<file path="src/rtl/ram_dp.sv">
// ram_dp: simple dual-port synchronous RAM (one write port, one read port, one clock).
// It provides per-lane write masks and a selectable read-during-write result.
// An optional output register and a read-valid flag are available.
// After reset, a sequencer zero-fills the array before the block reports ready.
//
// state  | meaning
// -------+-----------------------------------------------------------
// CLEAR  | zero-filling mem[clr_count], traffic ignored, ready = 0
// RUN    | normal operation, ready = 1
module ram_dp #(
    parameter int ADDRESS_BITS   = 6,
    parameter int DATA_BITS      = 8,
    parameter int LANE_BITS      = 8,
    parameter int RDW_MODE       = 0,
    parameter int OUT_REG        = 0,
    parameter int CLEAR_ON_RESET = 1
) (
    input  logic                               clk,
    input  logic                               rst,
    output logic                               ready,
    input  logic                               wr_en,
    input  logic [DATA_BITS/LANE_BITS-1:0]     wr_mask,
    input  logic [ADDRESS_BITS-1:0]            wr_address,
    input  logic [DATA_BITS-1:0]               wr_data,
    input  logic                               rd_en,
    input  logic [ADDRESS_BITS-1:0]            rd_address,
    output logic [DATA_BITS-1:0]               rd_data,
    output logic                               rd_valid
);

    localparam int DEPTH = 2 ** ADDRESS_BITS;
    localparam int LANES = DATA_BITS / LANE_BITS;

    localparam logic [0:0] S_CLEAR = 1'b0;
    localparam logic [0:0] S_RUN   = 1'b1;

    localparam logic [ADDRESS_BITS-1:0] LAST_ADDRESS = ADDRESS_BITS'(DEPTH - 1);

    logic [0:0]              state;
    logic [ADDRESS_BITS-1:0] clr_count;
    logic                    ready_q;

    logic [DATA_BITS-1:0]    mem [DEPTH];

    logic                    wr_go;
    logic                    rd_go;
    logic [DATA_BITS-1:0]    old_word;
    logic [DATA_BITS-1:0]    merged_word;
    logic [DATA_BITS-1:0]    rd_word;

    logic [DATA_BITS-1:0]    s1_data;
    logic                    s1_valid;

    // A write landing on the reset edge is dropped so reset never alters contents.
    assign wr_go = ready_q & wr_en & ~rst;
    assign rd_go = ready_q & rd_en & ~rst;

    assign old_word = mem[rd_address];
    assign ready    = ready_q;

    // Word the read port would see if the same-cycle write were already applied.
    always_comb begin
        merged_word = old_word;
        for (int i = 0; i < LANES; i++) begin
            if (wr_mask[i]) begin
                merged_word[i*LANE_BITS +: LANE_BITS] = wr_data[i*LANE_BITS +: LANE_BITS];
            end
        end
    end

    // Select the read-during-write result for a same-address collision.
    always_comb begin
        rd_word = old_word;
        if (RDW_MODE != 0 && wr_go && (wr_address == rd_address)) begin
            rd_word = merged_word;
        end
    end

    // Sequencer: restart the zero-fill on reset, then stay in RUN until the next reset.
    always_ff @(posedge clk) begin
        if (rst) begin
            state     <= (CLEAR_ON_RESET != 0) ? S_CLEAR : S_RUN;
            clr_count <= '0;
            ready_q   <= 1'b0;
        end else begin
            case (state)
                S_CLEAR: begin
                    clr_count <= clr_count + 1'b1;
                    if (clr_count == LAST_ADDRESS) begin
                        state   <= S_RUN;
                        ready_q <= 1'b1;
                    end
                end
                S_RUN: begin
                    ready_q <= 1'b1;
                end
                default: begin
                    state   <= S_RUN;
                    ready_q <= 1'b0;
                end
            endcase
        end
    end

    // Array update: zero-fill while clearing, otherwise a lane-masked write.
    always_ff @(posedge clk) begin
        if (!rst && state == S_CLEAR) begin
            mem[clr_count] <= '0;
        end else if (wr_go) begin
            for (int i = 0; i < LANES; i++) begin
                if (wr_mask[i]) begin
                    mem[wr_address][i*LANE_BITS +: LANE_BITS] <= wr_data[i*LANE_BITS +: LANE_BITS];
                end
            end
        end
    end

    // Read stage 1: capture the addressed word, hold it when no read is issued.
    always_ff @(posedge clk) begin
        if (rst) begin
            s1_data  <= '0;
            s1_valid <= 1'b0;
        end else begin
            s1_valid <= rd_go;
            if (rd_go) begin
                s1_data <= rd_word;
            end
        end
    end

    generate
        if (OUT_REG != 0) begin : g_out_reg
            logic [DATA_BITS-1:0] s2_data;
            logic                 s2_valid;

            // Read stage 2: re-register stage 1 so the output comes straight from a flop.
            always_ff @(posedge clk) begin
                if (rst) begin
                    s2_data  <= '0;
                    s2_valid <= 1'b0;
                end else begin
                    s2_valid <= s1_valid;
                    if (s1_valid) begin
                        s2_data <= s1_data;
                    end
                end
            end

            assign rd_data  = s2_data;
            assign rd_valid = s2_valid;
        end else begin : g_no_out_reg
            assign rd_data  = s1_data;
            assign rd_valid = s1_valid;
        end
    endgenerate

endmodule

</file>
<file path="config.mk">
export PLATFORM = sky130hd
export DESIGN_NAME = ram_dp
export DESIGN_NICKNAME = d
export VERILOG_FILES = /design/src/rtl/ram_dp.sv
export SDC_FILE = /design/constraint.sdc
export NUM_CORES = 1
export LEC_CHECK = 0
export CAP_MARGIN = 15
export CORE_AREA = 10 10 240 242
export DETAILED_ROUTE_END_ITERATION = 10
export DIE_AREA = 0 0 250 252
export PLACE_DENSITY = 0.62
export SLEW_MARGIN = 10
export SYNTH_ARGS = -nofsm -noshare
export SYNTH_HDL_FRONTEND = slang
export SYNTH_SLANG_ARGS = --single-unit
</file>
<file path="constraint.sdc">
create_clock -name clk -period 6.29 [get_ports clk]
set_input_delay 1.5725 -clock clk [delete_from_list [all_inputs] [get_ports clk]]
set_output_delay 1.5725 -clock clk [all_outputs]
set_load 0.01 [all_outputs]
</file>
==> results of run 1 <==
cells by family (layout without fill, tap and decap cells):
logic type	after synthesis	in the layout	share of synthesized area (%)
xor gates and xnor gates	4	4	0.168
and+or+nand+nor	169	169	3.78
AOI/OAI and AO/OA	89	89	2.87
buffers and inverters	58	137	1.85
adders and majority gates	1	1	0.0599
muxes	164	164	16.0
DFF	529	529	75.3
per-layer routing:
layer	track usage, %	vias to the layer above	routed length [um]
li1	-	4293	-
met1	21.4	5445	21400
met2	24.0	446	23400
met3	4.44	72	4070
met4	3.96	0	1040
met5	0	-	0
cell type report:
| type | instances | area [sq um] |
|---|---|---|
| Fill cell | 4345 | 28900 |
| Sequential cell | 529 | 15700 |
| Multi-Input combinational cell | 427 | 4810 |
| Clock buffer | 60 | 1350 |
| Tap cell | 688 | 861 |
| Timing Repair Buffer | 40 | 407 |
| Clock inverter | 34 | 389 |
| Inverter | 3 | 11.3 |
state kept, by name, indices dropped and copies added (netlist names):
signal,cells
ready,1
clr_count,6
rd_valid,1
rd_data,8
mem,512
state,1
layout by cell type (no fill, tap or decap), drive strengths merged, types with 10 or more instances in the layout:
master	count
mux2i	25
mux4	128
nand2	28
o22ai	25
clkdlybuf4s50	31
o21ai	22
edfxtp	512
clkinv	23
dfxtp	17
and3	10
clkbuf	60
nand2b	14
nor2	90
mux2	11
metrics by stage:
step           cells  cell area (sq um)  hold slack (ns)
2_1_floorplan   1014              20900            0.482
3_3_place_gp    1687              21800            0.539
3_5_place_dp    1687              21800            0.543
4_1_cts         1781              23600            0.551
5_1_grt         1781              23600            0.584
6_report        1781              23600            0.549
path summary, 6_finish.rpt:
path / startpoint / to / slack (ns) / cells past startpoint
worst min register to register: rd_data[0] / rd_data[0] / 0.55 / 2
worst max register to register: state / mem[3][7] / 3.01 / 6
worst min-delay path: rd_data[0] / rd_data[0] / 0.55 / 2
worst max-delay path: rst / mem[8][2] / 1.94 / 7
synth_stat cells (3+ instances only):
| master | n |
|---|---|
| nand3_1 | 6 |
| buf_4 | 13 |
| buf_1 | 4 |
| nor2b_1 | 3 |
| edfxtp_1 | 512 |
| nor2_1 | 87 |
| or2_2 | 3 |
| xor2_1 | 3 |
| nand3b_1 | 5 |
| mux4_2 | 109 |
| nor2_2 | 3 |
| and3_1 | 9 |
| o22ai_1 | 25 |
| mux2i_1 | 24 |
| mux2_2 | 11 |
| clkbuf_1 | 11 |
| o21a_1 | 3 |
| buf_2 | 14 |
| dfxtp_1 | 17 |
| o221ai_1 | 8 |
| nand2b_1 | 14 |
| mux4_1 | 19 |
| o21ai_0 | 20 |
| o31ai_1 | 3 |
| o211ai_1 | 3 |
| nand2_1 | 28 |
| a22oi_1 | 8 |
| buf_6 | 12 |
| a221oi_1 | 5 |
| inv_1 | 3 |
| a31oi_1 | 5 |
report_power, final:
| part | total (mW) | switching (mW) | internal, mW |
|---|---|---|---|
| clock | 3.18 | 1.28 | 1.90 |
| sequential | 3.82 | 0.00660 | 3.81 |
| combinational | 0.198 | 0.118 | 0.0792 |
critical path: stages:
cell and delay, ns:
clkdlybuf4s50_1 0.73, nor2b_1 0.11, and2_1 0.32, buf_4 0.25, o31ai_2 0.22, nand2_1 0.54, nor2_1 0.82
==> impl_results.md, run 1 <==
* Max-Slew Margin vs Limit at 33.7%
* Final hold vios at 0
* RSZ-0062 raised after global routing: false
* Die Width at 250 um
* Final design utilization at 44.9%
* Area Growth Syn to Fin at 12.8%
* Final nets at 1077
* Crit end category: register
* Pwr Total at 7.20 mW
* Setup CP Type: input port to register
* Share of cells above drive strength 1 at 20.1%
* Critical Path Source Type: input port
* Core footprint at 0.0524 sq mm
* Achievable Freq at 0.230 GHz
* Setup TNS at 0 ns
* Post-Route Skew at 0.0141 ns
* MaxCap Viol Count at 0
* Routability Congestion at 0.813
* Cts repair resizes at 0
* DR vias at 10256
* Vias in the first global route at 10292
* Seq/Total Area, Yosys at 75.3%
* Clock sink count at 529
* Setup violators final at 0
* Clock transition at the registers of the reported paths at 0.06 ns
* Number of iterations in the first detailed-routing pass at 5
* Leak at 7.23 nW
* Maximum resistive drop on vdd at 0.203 mV
* CTS root buffer: clkbuf_16
* Die area at 0.0630 sq mm
* DIE HEIGHT at 252 um
* Ant. Diodes at 0
* Leading area contributor after synthesis: edfxtp_1
* Final Cycle Share at 69.2%
* Mapped Area at 0.0209 sq mm
* Top FF cell, synth: edfxtp_1
* Largest fanout on the critical path at 13
* Initial Util at 39.8%
* Worst-Skew Late Latency at 0.58 ns
* Post-synth EDFFs at 512
* GRT Residual Overflow at 0
* Cell variety after synth at 52
* Initial DRC count at 1244
* Post-synthesis register bit count at 529
* Worst hold-check path type: register to register
* Cells after Synth at 1014
* Setup Fix Bufs, Post-CTS at 0
* # hold bufs at CTS at 0
* CP required at 6.50 ns
* Slew @ Worst Pin at 0.991 ns
* Pre-CTS WS at 1.39 ns
* DP HPWL at 30400 um
* Post-synth ARST share at 0%
* I/O pin count at 35
* Tmin final at 4.35 ns
* Largest net degree at the start of global routing at 66
* Mapped Avg Cell Area at 20.6 sq um
* Warnings, synthesis at 0
* CTS buffer count at 50
* Post-synthesis net count at 1040
* Vias per cell at 5.76
* First-pass GRT wire length at 72600 um
* PD cells at 306 mW/mm^2
* Detail Route Antenna Nets at 0
* Deepest clock path buffer count at 3
* Crit path DAT at 4.56 ns
* Buffers on Ports at 34
* Final wirelength at 49900 um
* H-Tree Depth at 2
* Wirelength per Cell at 28.0 um
* Outcome: completed
* TritonCTS clock tree: yes
* Drc violations at 0
* Max Slew Vio Count at 0
* Share of the synthesized area in the top cell type at 73.7%
* Initial antenna violation count at 0
* Area contributors post-synth: edfxtp_1 (74%), mux4_2 (12%), mux4_1 (2.4%)
* Gr usage total at 15.6%
* Setup ws final at 1.94 ns
* Row count at 84
No activity file was read; power rests on OpenSTA's default activity.
==> run 2, diff against run 1 <==
--- a/config.mk
+++ b/config.mk
@@ -9,7 +9,7 @@
 export CORE_AREA = 10 10 240 242
 export DETAILED_ROUTE_END_ITERATION = 10
 export DIE_AREA = 0 0 250 252
-export PLACE_DENSITY = 0.62
+export PLACE_DENSITY = 0.64
 export SLEW_MARGIN = 10
 export SYNTH_ARGS = -nofsm -noshare
 export SYNTH_HDL_FRONTEND = slang
==> constraint.sdc (replaced) <==
create_clock -name clk -period 3.7 [get_ports clk]
set_input_delay 0.925 -clock clk [delete_from_list [all_inputs] [get_ports clk]]
set_output_delay 0.925 -clock clk [all_outputs]
set_load 0.01 [all_outputs]
==> impl_results.md, run 2 (synthesis gave the netlist of run 1 again) <==
* Detail Route Antenna Nets at 0 (unchanged)
* CTS buffer count at 53 (was 50)
* CTS root buffer: clkbuf_16 (unchanged)
* Gr usage total at 15.1% (was 15.6%)
* Share of cells above drive strength 1 at 27.3% (was 20.1%)
* Wirelength per Cell at 25.5 um (was 28.0 um)
* Die Width at 250 um (unchanged)
* DIE HEIGHT at 252 um (unchanged)
* Most flops, register: mem (unchanged)
* Setup violators final at 0 (unchanged)
* Final hold vios at 0 (unchanged)
* Ant. Diodes at 0 (unchanged)
* Leak at 7.80 nW (was 7.23 nW)
* Critical Path Source Type: input port (unchanged)
* Setup Fix Bufs, Post-CTS at 0 (unchanged)
* Initial DRC count at 1215 (was 1244)
* I/O pin count at 35 (unchanged)
* Deepest clock path buffer count at 3 (unchanged)
* Max Slew Vio Count at 0 (unchanged)
* CP max stage delay at 0.67 ns (was 0.82 ns)
* DP HPWL at 30900 um (was 30400 um)
* Area of the multi-input gates at 0.00478 sq mm (was 0.00481 sq mm)
* Crit end category: register (unchanged)
* Post-Route Skew at 0.0236 ns (was 0.0141 ns)
* Crit-path cells: clkdlybuf4s50_1 > and3_4 > and2_1 > buf_12 > mux2i_1 > nand2_1 > nor2_1 (was clkdlybuf4s50_1 > nor2b_1 > and2_1 > buf_4 > o31ai_2 > nand2_1 > nor2_1)
* Row count at 84 (unchanged)
* H-Tree Depth at 2 (unchanged)
* HP Start: rd_data[0] (unchanged)
* Tmin final at 2.95 ns
* MaxCap Viol Count at 0 (unchanged)
* Outcome: completed (unchanged)
* Maximum resistive drop on vdd at 0.301 mV (was 0.203 mV)
* Die area at 0.0630 sq mm (unchanged)
* Largest net degree at the start of global routing at 65 (was 66)
* Final Cycle Share at 79.8%
* Initial Util at 39.8% (unchanged)
* PD cells at 493 mW/mm^2 (was 306 mW/mm^2)
* Crit path launch: wr_mask (was rst)
* Setup TNS at 0 ns (unchanged)
* Worst hold-check path type: register to register (unchanged)
* FF/Latch Area at 0.0157 sq mm (unchanged)
* Clock transition at the registers of the reported paths at 0.06 ns (about the same)
* RSZ-0062 raised after global routing: false (unchanged)
* Slew @ Worst Pin at 0.798 ns (was 0.991 ns)
* DR vias at 10486 (was 10256)
* Core footprint at 0.0524 sq mm (unchanged)
* Clock sink count at 529 (unchanged)
* Crit path DAT at 3.18 ns (was 4.56 ns)
* Fillers at 4286 (was 4345)
* CP required at 3.92 ns (was 6.50 ns)
* Setup CP Type: input port to register (unchanged)
* Drc violations at 0 (unchanged)
* # hold bufs at CTS at 0 (unchanged)
* Final wirelength at 48300 um (was 49900 um)
* Final nets at 1191 (was 1077)
* Max-Slew Margin vs Limit at 46.6% (was 33.7%)
* TritonCTS clock tree: yes (unchanged)
* Vias per cell at 5.53 (was 5.76)
* Slowest-stage cell, CP: nor2_1 (unchanged)
* Buffers on Ports at 34 (unchanged)
* Vias in the first global route at 10739 (was 10292)
* Cts repair resizes at 0 (unchanged)
* GRT Residual Overflow at 0 (unchanged)
* Pre-CTS WS at 0.119 ns (was 1.39 ns)
* Number of iterations in the first detailed-routing pass at 5 (unchanged)
* Most common cell after layout, fill and taps aside: edfxtp_1 (unchanged)
* Largest fanout on the critical path at 16 (was 13)
* Initial antenna violation count at 0 (unchanged)
* First-pass GRT wire length at 71900 um (was 72600 um)
* Routability Congestion at 0.859 (was 0.813)
* Most frequent cells in the layout: edfxtp_1 (512), mux4_2 (109), buf_4 (108) (was edfxtp_1 (512), mux4_2 (109), nor2_1 (87))
* Reg2reg start: state (unchanged)
* Worst-Skew Late Latency at 0.61 ns (was 0.58 ns)
* Largest register FFs at 512 (unchanged)
* Achievable Freq at 0.339 GHz
* Setup ws final at 0.748 ns (was 1.94 ns)
* Area Growth Syn to Fin at 16.8% (was 12.8%)
[run 2: path summary, 6_finish.rpt]
check                to  slack [ns]  depth (start not counted)
max reg2reg  mem[35][0]        0.99                          6
max          mem[35][0]        0.75                          7
min reg2reg  rd_data[0]        0.53                          2
min          rd_data[0]        0.53                          2
[run 2: metal layers]
metal	routed length, um	global-route usage [%]	vias up
met3	4340	5.17	92
met1	20700	20.3	5487
met2	21900	22.6	400
met5	0	0	-
li1	-	-	4507
met4	1400	5.37	0
[run 2: metrics by stage]
step | hold WS [ns] | total power, mW | cell area, sq um | cells | utilization [%]
after CTS | 0.543 | 12.1 | 24400 | 1897 | 46.5
after global placement | 0.536 | 7.00 | 22700 | 1798 | 43.3
after detailed placement | 0.534 | 7.01 | 22700 | 1798 | 43.3
final | 0.533 | 12.0 | 24400 | 1897 | 46.5
after global routing | 0.559 | 12.4 | 24400 | 1897 | 46.5
after floorplan | 0.482 | 6.86 | 20900 | 1014 | -
[run 2: power breakdown]
part / leakage (nW) / internal [mW] / switching [mW]
clock network: 0.810 / 2.94 / 2.20
logic: 2.18 / 0.171 / 0.213
registers: 4.81 / 6.49 / 0.00978
[run 2: layout make-up]
class,instances,area share [%]
flip-flops and latches,529,64.5
multi-input cells,427,19.6
clock buffers,67,5.70
repair buffers,151,5.55
well taps,688,3.53
clock inverters,32,1.09
inverters,3,0.0462
[run 2: critical path: cells and delay by family]
kind,cells,cell delay (ns)
multiplexers,1,0.26
buffers and inverters,2,0.64
AND/OR/NAND/NOR,4,1.34
